==> src/rtl/bp_me_cce_req_arbiter.sv <==
// bp_me_cce_req_arbiter: per-channel FIFOs round-robin arbitrated onto one CCE valid/yumi request port.
// Optional per-channel accept counters when BP_ME_CCE_REQ_ARB_STATS_EN is defined.
module bp_me_cce_req_arbiter #(
  parameter int num_ch_p = 2,
  parameter int msg_width_p = 128,
  parameter int buf_els_p = 2,
  parameter int cnt_width_p = 16,
  localparam int ch_id_width_lp = (num_ch_p > 1) ? $clog2(num_ch_p) : 1
) (
  input  logic                            clk_i,
  input  logic                            reset_i,
  input  logic [num_ch_p*msg_width_p-1:0] ch_req_i,
  input  logic [num_ch_p-1:0]             ch_req_v_i,
  output logic [num_ch_p-1:0]             ch_req_ready_o,
  output logic [msg_width_p-1:0]          lce_req_o,
  output logic                            lce_req_v_o,
  input  logic                            lce_req_yumi_i,
  output logic [ch_id_width_lp-1:0]       lce_req_ch_o,
  output logic [num_ch_p*cnt_width_p-1:0] stat_cnt_o
);
  localparam int aw_lp = $clog2(buf_els_p);
  logic [msg_width_p-1:0] mem [num_ch_p][buf_els_p];
  logic [aw_lp:0] wp [num_ch_p];
  logic [aw_lp:0] rp [num_ch_p];
  logic [num_ch_p-1:0] ne, full, enq, deq;
  logic [ch_id_width_lp-1:0] ptr, srch, gnt, held_ch;
  logic held, found, pop;
  always_comb begin
    ne = '0;
    full = '0;
    deq = '0;
    for (int k = 0; k < num_ch_p; k++) begin
      ne[k] = wp[k] != rp[k];
      full[k] = wp[k] == {~rp[k][aw_lp], rp[k][aw_lp-1:0]};
      deq[k] = pop & (int'(gnt) == k);
    end
  end
  // ready is gated by reset so it drops the moment reset_i rises
  assign ch_req_ready_o = ~full & {num_ch_p{~reset_i}};
  assign enq = ch_req_v_i & ch_req_ready_o;
  assign lce_req_v_o = |ne;
  assign pop = lce_req_v_o & lce_req_yumi_i;
  always_comb begin
    int j;
    j = 0;
    srch = '0;
    found = 1'b0;
    for (int i = 0; i < num_ch_p; i++) begin
      j = int'(ptr) + i;
      j = (j >= num_ch_p) ? j - num_ch_p : j;
      if (!found && ne[j]) begin
        found = 1'b1;
        srch = ch_id_width_lp'(j);
      end
    end
  end
  assign gnt = held ? held_ch : srch;
  assign lce_req_ch_o = lce_req_v_o ? gnt : '0;
  assign lce_req_o = lce_req_v_o ? mem[gnt][rp[gnt][aw_lp-1:0]] : '0;
  always_ff @(posedge clk_i or posedge reset_i) begin
    if (reset_i) begin
      ptr <= '0;
      held <= 1'b0;
      held_ch <= '0;
      for (int k = 0; k < num_ch_p; k++) begin
        wp[k] <= '0;
        rp[k] <= '0;
      end
    end else begin
      held <= lce_req_v_o & ~lce_req_yumi_i;
      held_ch <= gnt;
      if (pop) ptr <= (int'(gnt) == num_ch_p - 1) ? '0 : gnt + 1'b1;
      for (int k = 0; k < num_ch_p; k++) begin
        if (enq[k]) wp[k] <= wp[k] + 1'b1;
        if (deq[k]) rp[k] <= rp[k] + 1'b1;
      end
    end
  end
  always_ff @(posedge clk_i) begin
    for (int k = 0; k < num_ch_p; k++)
      if (enq[k]) mem[k][wp[k][aw_lp-1:0]] <= ch_req_i[k*msg_width_p +: msg_width_p];
  end
`ifdef BP_ME_CCE_REQ_ARB_STATS_EN
  logic [cnt_width_p-1:0] cnt [num_ch_p];
  always_ff @(posedge clk_i or posedge reset_i) begin
    if (reset_i) begin
      for (int k = 0; k < num_ch_p; k++) cnt[k] <= '0;
    end else begin
      for (int k = 0; k < num_ch_p; k++)
        if (deq[k]) cnt[k] <= cnt[k] + 1'b1;
    end
  end
  for (genvar g = 0; g < num_ch_p; g++) begin : g_stat
    assign stat_cnt_o[g*cnt_width_p +: cnt_width_p] = cnt[g];
  end
`else
  assign stat_cnt_o = '0;
`endif
  // a yumi with nothing valid is dropped by the logic above; flag it in simulation
  assert property (@(posedge clk_i) disable iff (reset_i) lce_req_yumi_i |-> lce_req_v_o);
endmodule
==> config.mk <==
export PLATFORM = sky130hd
export DESIGN_NAME = bp_me_cce_req_arbiter
export DESIGN_NICKNAME = d
export VERILOG_FILES = /design/src/rtl/bp_me_cce_req_arbiter.sv
export SDC_FILE = /design/constraint.sdc
export NUM_CORES = 1
export LEC_CHECK = 0
export CAP_MARGIN = 10
export CORE_MARGIN = 5
export CORE_UTILIZATION = 56
export DETAILED_ROUTE_END_ITERATION = 7
export MAX_ROUTING_LAYER = met4
export PLACE_DENSITY = 0.93
export SYNTH_ARGS = -nofsm -noshare
export SYNTH_HDL_FRONTEND = slang
export SYNTH_SLANG_ARGS = --single-unit
==> constraint.sdc <==
create_clock -name clk_i -period 13.2 [get_ports clk_i]
set_clock_uncertainty 0.15 [all_clocks]
set_input_delay 2.64 -clock clk_i [delete_from_list [all_inputs] [get_ports clk_i]]
set_output_delay 2.64 -clock clk_i [all_outputs]
set_load 0.01 [all_outputs]
==> reports/metrics.yaml, run 1 <==
outcome: "complete, no violations"
vdd_drop_max_uv: 187
post-place-cells: 1984
slew_viol_final: 0
worstHoldStart: "rp[1]"
clkSinkCount: 523
rows: 70
root_buffer: "clkbuf_16"
grt_max_degree: 129
cts_setup_buffers: 0
hp-class: "flop to flop"
worstSetupPathType: "flop to output port"
rsz0062_at_grt: "no"
cts_buffer_depth: 3
grt_pass1_wl_um: 80100
die_x_um: 203
dr.pass1.iters: 5
cts_resized: 0
p_per_area_nw_per_um2: 264
synthToLayoutAreaGrowth_pct: 27.8
hpwl_um: 33800
finalCritPeriodShare_pct: 58.0
drcViolationCount: 0
ant_nets: 0
period_minus_slack_ns: 7.65
drt_iter0_markers: 956
synth.largest_area_cell: "edfxtp_1"
hold-worst-slack_ns: 0.343
dieArea_um2: 41400
synth_area_per_cell_um2: 17.5
reg2regPathDepth: 5
crit_fanout: 89
numCtsBuffers: 51
fmax_mhz: 131
finalNonFillerCells: 2086
cp-start-kind: "flop"
synth_cell_type_count: 26
reg2reg_from: "rp[0]"
synth_area_leaders: "edfxtp_1 (73%), a211oi_1 (6.6%), mux2i_1 (6.1%)"
gp_congestion: 0.844
yosysSeqAreaShare_pct: 74.7
syn_inst: 1196
portBuffers: 392
cp-end-kind: "output port"
clkLatencyLatePin_ns: 0.57
drive_gt1_share_pct: 10.4
fin_tns_setup_ns: 0
grt_antenna_before_repair: 9
routed_wl_um: 54300
crit_start: "rp[2]"
crit_arrival_ns: 4.86
fill_cells: 2038
clkTransAtPathRegs_ns: 0.06
fin_util_pct: 72.8
cp.required_ns: 10.41
routedWlPerCell_um: 26.0
slew_headroom_pct: 30.9
final_hold_viol_count: 0
cts_tree: "built"
vias: 12500
postSynthRegisterBits: 523
grt_pass1_vias: 13200
core_area_um2: 36800
synth_top_area_share_pct: 73.4
initial_core_util_pct: 57.0
drv_cap: 0
die_h_um: 203
finish.net_count: 1830
track_usage_pct: 26.1
hold_buffers: 0
tightest_slew_ns: 1.04
p_leak_nw: 8.85
globalRouteOverflowTotal: 0
hold_path_depth: 1
synth_warnings: 0
htree_levels: 2
synth_area_um2: 21000
report.final.setup_viol: 0
avgViaCountPerCell: 6.01
io_pins: 425
==> synth_stat cells <==
master	n
and3_1	4
buf_4	34
o2111ai_1	1
a211oi_1	183
buf_2	30
buf_1	2
o31a_1	1
nand4_1	1
nor2b_2	1
conb_1	1
a21oi_1	3
o21ai_0	1
nor3_2	1
nand2_1	5
edfxtp_1	512
buf_6	9
mux2i_1	128
nor2_1	4
clkbuf_1	45
a211oi_2	73
inv_1	5
dfrtp_1	11
a21o_1	1
nor2b_1	128
xor2_1	5
xnor2_1	7
==> cell type report <==
cell class	count	area [µm²]	area share, %
flip-flops and latches	523	15700	58.5
well taps	468	586	2.19
clock inverters	27	329	1.23
clock buffers	66	1350	5.05
multi-input cells	579	4750	17.8
repair buffers	409	4060	15.2
inverters	5	18.8	0.0701
diodes	9	22.5	0.0841
==> sequential cells by signal (all words and copies together), names as in the netlist <==
signal,count
held,1
held_ch,1
mem,512
ptr,1
rp,4
wp,4
==> cells in the final DEF (no fill, tap or decap), types with 2 or more instances in the layout <==
cell type and n:
a211oi_1 183, a211oi_2 73, a21oi_1 3, and3_4 3, buf_4 16, bufinv_16 7, clkbuf_1 14, clkbuf_16 52
clkdlybuf4s50_1 392, clkinv_1 11, clkinv_2 5, clkinv_8 2, conb_1 32, dfrtp_1 9, dfrtp_4 2, diode_2 9
edfxtp_1 512, inv_1 5, mux2i_1 128, nand2_1 5, nor2_1 2, nor2_4 2, nor2b_1 128, xnor2_1 7
xor2_1 5
==> stage by stage <==
step	area [µm²]	total power [mW]	setup slack, ns
global placement	25100	5.48	6.38
detailed placement	25100	5.58	6.25
finish	26800	7.06	5.55
floorplan	21100	4.08	4.06
CTS	26800	7.08	5.57
global route	26800	7.34	5.36
==> worst paths after layout <==
kind	to	slack, ns
max in group asynchronous	rp[2]	10.27
hold reg to reg	rp[1]	0.34
min in group asynchronous	ptr	2.29
hold / removal	rp[1]	0.34
setup / recovery	lce_req_o[5]	5.55
setup reg to reg	mem[1][49]	9.39
==> worst max-delay path: stages, from the launching register on <==
cell and delay (ns):
dfrtp_4 0.84, xnor2_1 0.24, a21oi_1 0.30, o31a_2 0.19
buf_4 0.46, buf_4 0.84, a211oi_1 0.13, a211oi_1 0.52
clkdlybuf4s50_1 0.69
==> power by group <==
group          switching [mW]  total, mW  leakage [nW]  internal (mW)
Sequential              0.131       2.27          4.81           2.14
Clock                   0.610       1.47         0.817          0.862
Combinational            1.79       3.31          3.23           1.52
==> layer usage <==
metal	track usage, %	up-vias	routed length, µm	share of wire (%)
met5	-	-	0	0
met4	9.30	0	1830	3.4
met3	5.98	113	4510	8.3
met2	44.6	679	28000	51
met1	30.8	6291	20000	37
li1	-	5460	-	-
==> cell families (layout without fill, tap and decap cells) <==
kind of cell | count (synthesis) | count (layout) | synth area share [%]
compound gates | 263 | 263 | 11.1
xor+xnor | 12 | 12 | 0.501
flops | 523 | 523 | 74.7
other cells | 1 | 41 | 0.0179
simple gates | 144 | 144 | 4.22
buf+inv | 125 | 507 | 3.35
mux | 128 | 128 | 6.11
Power figures use the tool's default switching activity.
==> run 2: changes to the inputs <==
Settings changed: CORE_UTILIZATION 56 to 52, PLACE_DENSITY 0.93 to 0.88.
Clock period 13.2 ns to 7.9 ns, I/O delays scaled along.
==> reports/metrics.yaml, run 2 (synthesized netlist as in run 1, its figures left out) <==
fin_ws_ns: 1.84
mostFrequentLayoutCell: "edfxtp_1"
grt_pass1_vias: 12800
grt_max_degree: 144
clkLatencyLatePin_ns: 0.58
cp-start-kind: "flop"
tightest_slew_ns: 1.10
drv_cap: 0
period_minus_slack_ns: 6.06
cp.required_ns: 6.17
crit_fanout: 143
globalRouteOverflowTotal: 0
p_sw_share_pct: 35.5
slew_viol_final: 0
clkPwrFrac_pct: 20.4
internal_power_mw: 7.53
final_hold_viol_count: 0
routedWlPerCell_um: 23.9
dr.pass1.iters: 5
die_h_um: 211
cp-end-kind: "output port"
clkSinkCount: 523
worstSetupPathType: "flop to output port"
portBuffers: 392
vdd_drop_max_uv: 414
avgViaCountPerCell: 5.74
initial_core_util_pct: 52.6
gp_congestion: 0.912
io_pins: 425
synthToLayoutAreaGrowth_pct: 28.0
cts_resized: 0
fmax_mhz: 165
dpl_worst_slack_ns: 2.57
outcome: "complete, no violations"
root_buffer: "clkbuf_16"
fin_tns_setup_ns: 0
core_area_um2: 39800
clkTransAtPathRegs_ns: 0.06
p_per_area_nw_per_um2: 435
netSwitchingPower_mw: 4.15
p_seq_share_pct: 32.9
report.final.setup_viol: 0
htree_levels: 2
cts_setup_buffers: 0
crit_arrival_ns: 4.33
die_x_um: 211
finalPower_mw: 11.7
cts_tree: "built"
p_leak_nw: 8.85
final_cell_mix: "edfxtp_1 (512), clkdlybuf4s50_1 (392), a211oi_1 (183)"
routed_wl_um: 51100
grt_antenna_before_repair: 5
p_comb_share_pct: 46.7
hpwl_um: 32300
finalCritPeriodShare_pct: 76.7
rsz0062_at_grt: "no"
numCtsBuffers: 51
cts_buffer_depth: 3
grt_pass1_wl_um: 76500
drive_gt1_share_pct: 10.7
dieArea_um2: 44400
drt_iter0_markers: 1029
ant_nets: 0
largest_register_ffs: 512
hp-class: "flop to flop"
vias: 12300
finish.net_count: 1830
track_usage_pct: 23.0
rows: 73
hold_buffers: 0
drcViolationCount: 0
slew_headroom_pct: 26.4
[run 2: cell count changes in the layout (fill, tap and decap cells not counted), sizes merged]
cell	before	now
clkinvlp	0	1
diode	9	5
clkbuf	66	68
bufinv	7	4
clkinv	18	20
[run 2: final cells by class]
class                      count  area (µm²)
fill                        2499       13000
inverter                       5        18.8
sequential                   523       15700
clock inverter                27         243
multi-input combinational    579        4750
timing repair buffer         409        4080
clock buffer                  68        1410
antenna                        5        12.5
tap                          525         657
[run 2: worst max-delay path, cell delays in order (launching register included)]
cell	delay [ns]
dfrtp_4	1.14
xnor2_1	0.23
nor2b_2	0.23
o31a_2	0.23
buf_12	0.42
a211oi_1	0.21
a211oi_1	0.41
clkdlybuf4s50_1	0.65
[run 2: per-stage QoR]
step | std cells | instance area, µm² | util [%] | hold slack (ns)
floorplan | 1227 | 21100 | - | 0.300
global placement | 2041 | 25200 | 63.2 | 0.319
detailed placement | 2041 | 25200 | 63.2 | 0.329
CTS | 2136 | 26800 | 67.3 | 0.341
global route | 2141 | 26800 | 67.4 | 0.363
finish | 2141 | 26800 | 67.4 | 0.337
[run 2: path summary, 6_finish.rpt]
kind | slack [ns] | from | cells after the start | end
setup / recovery | 1.84 | rp[0] | 7 | lce_req_o[5]
hold / removal | 0.34 | wp[1] | 1 | wp[1]
setup reg to reg | 4.39 | rp[0] | 4 | mem[1][68]
hold reg to reg | 0.34 | wp[1] | 1 | wp[1]
max in group asynchronous | 6.05 | reset_i | 2 | rp[0]
min in group asynchronous | 1.21 | reset_i | 2 | wp[0]
[run 2: routing by layer]
| layer | vias up | track usage, % | wire, µm |
|---|---|---|---|
| li1 | 5447 | - | - |
| met1 | 6081 | 28.9 | 19100 |
| met2 | 659 | 38.5 | 26500 |
| met3 | 99 | 4.34 | 4150 |
| met4 | 0 | 7.42 | 1420 |
| met5 | - | - | 0 |
[run 2: power groups by stage]
stage	Combinational, mW	Clock, mW	Sequential (mW)
2_1_floorplan	3.03	0	3.77
3_3_place_gp	5.31	0	3.86
3_5_place_dp	5.41	0	3.89
4_1_cts	5.49	2.43	3.84
5_1_grt	5.75	2.55	3.88
6_report	5.45	2.39	3.84
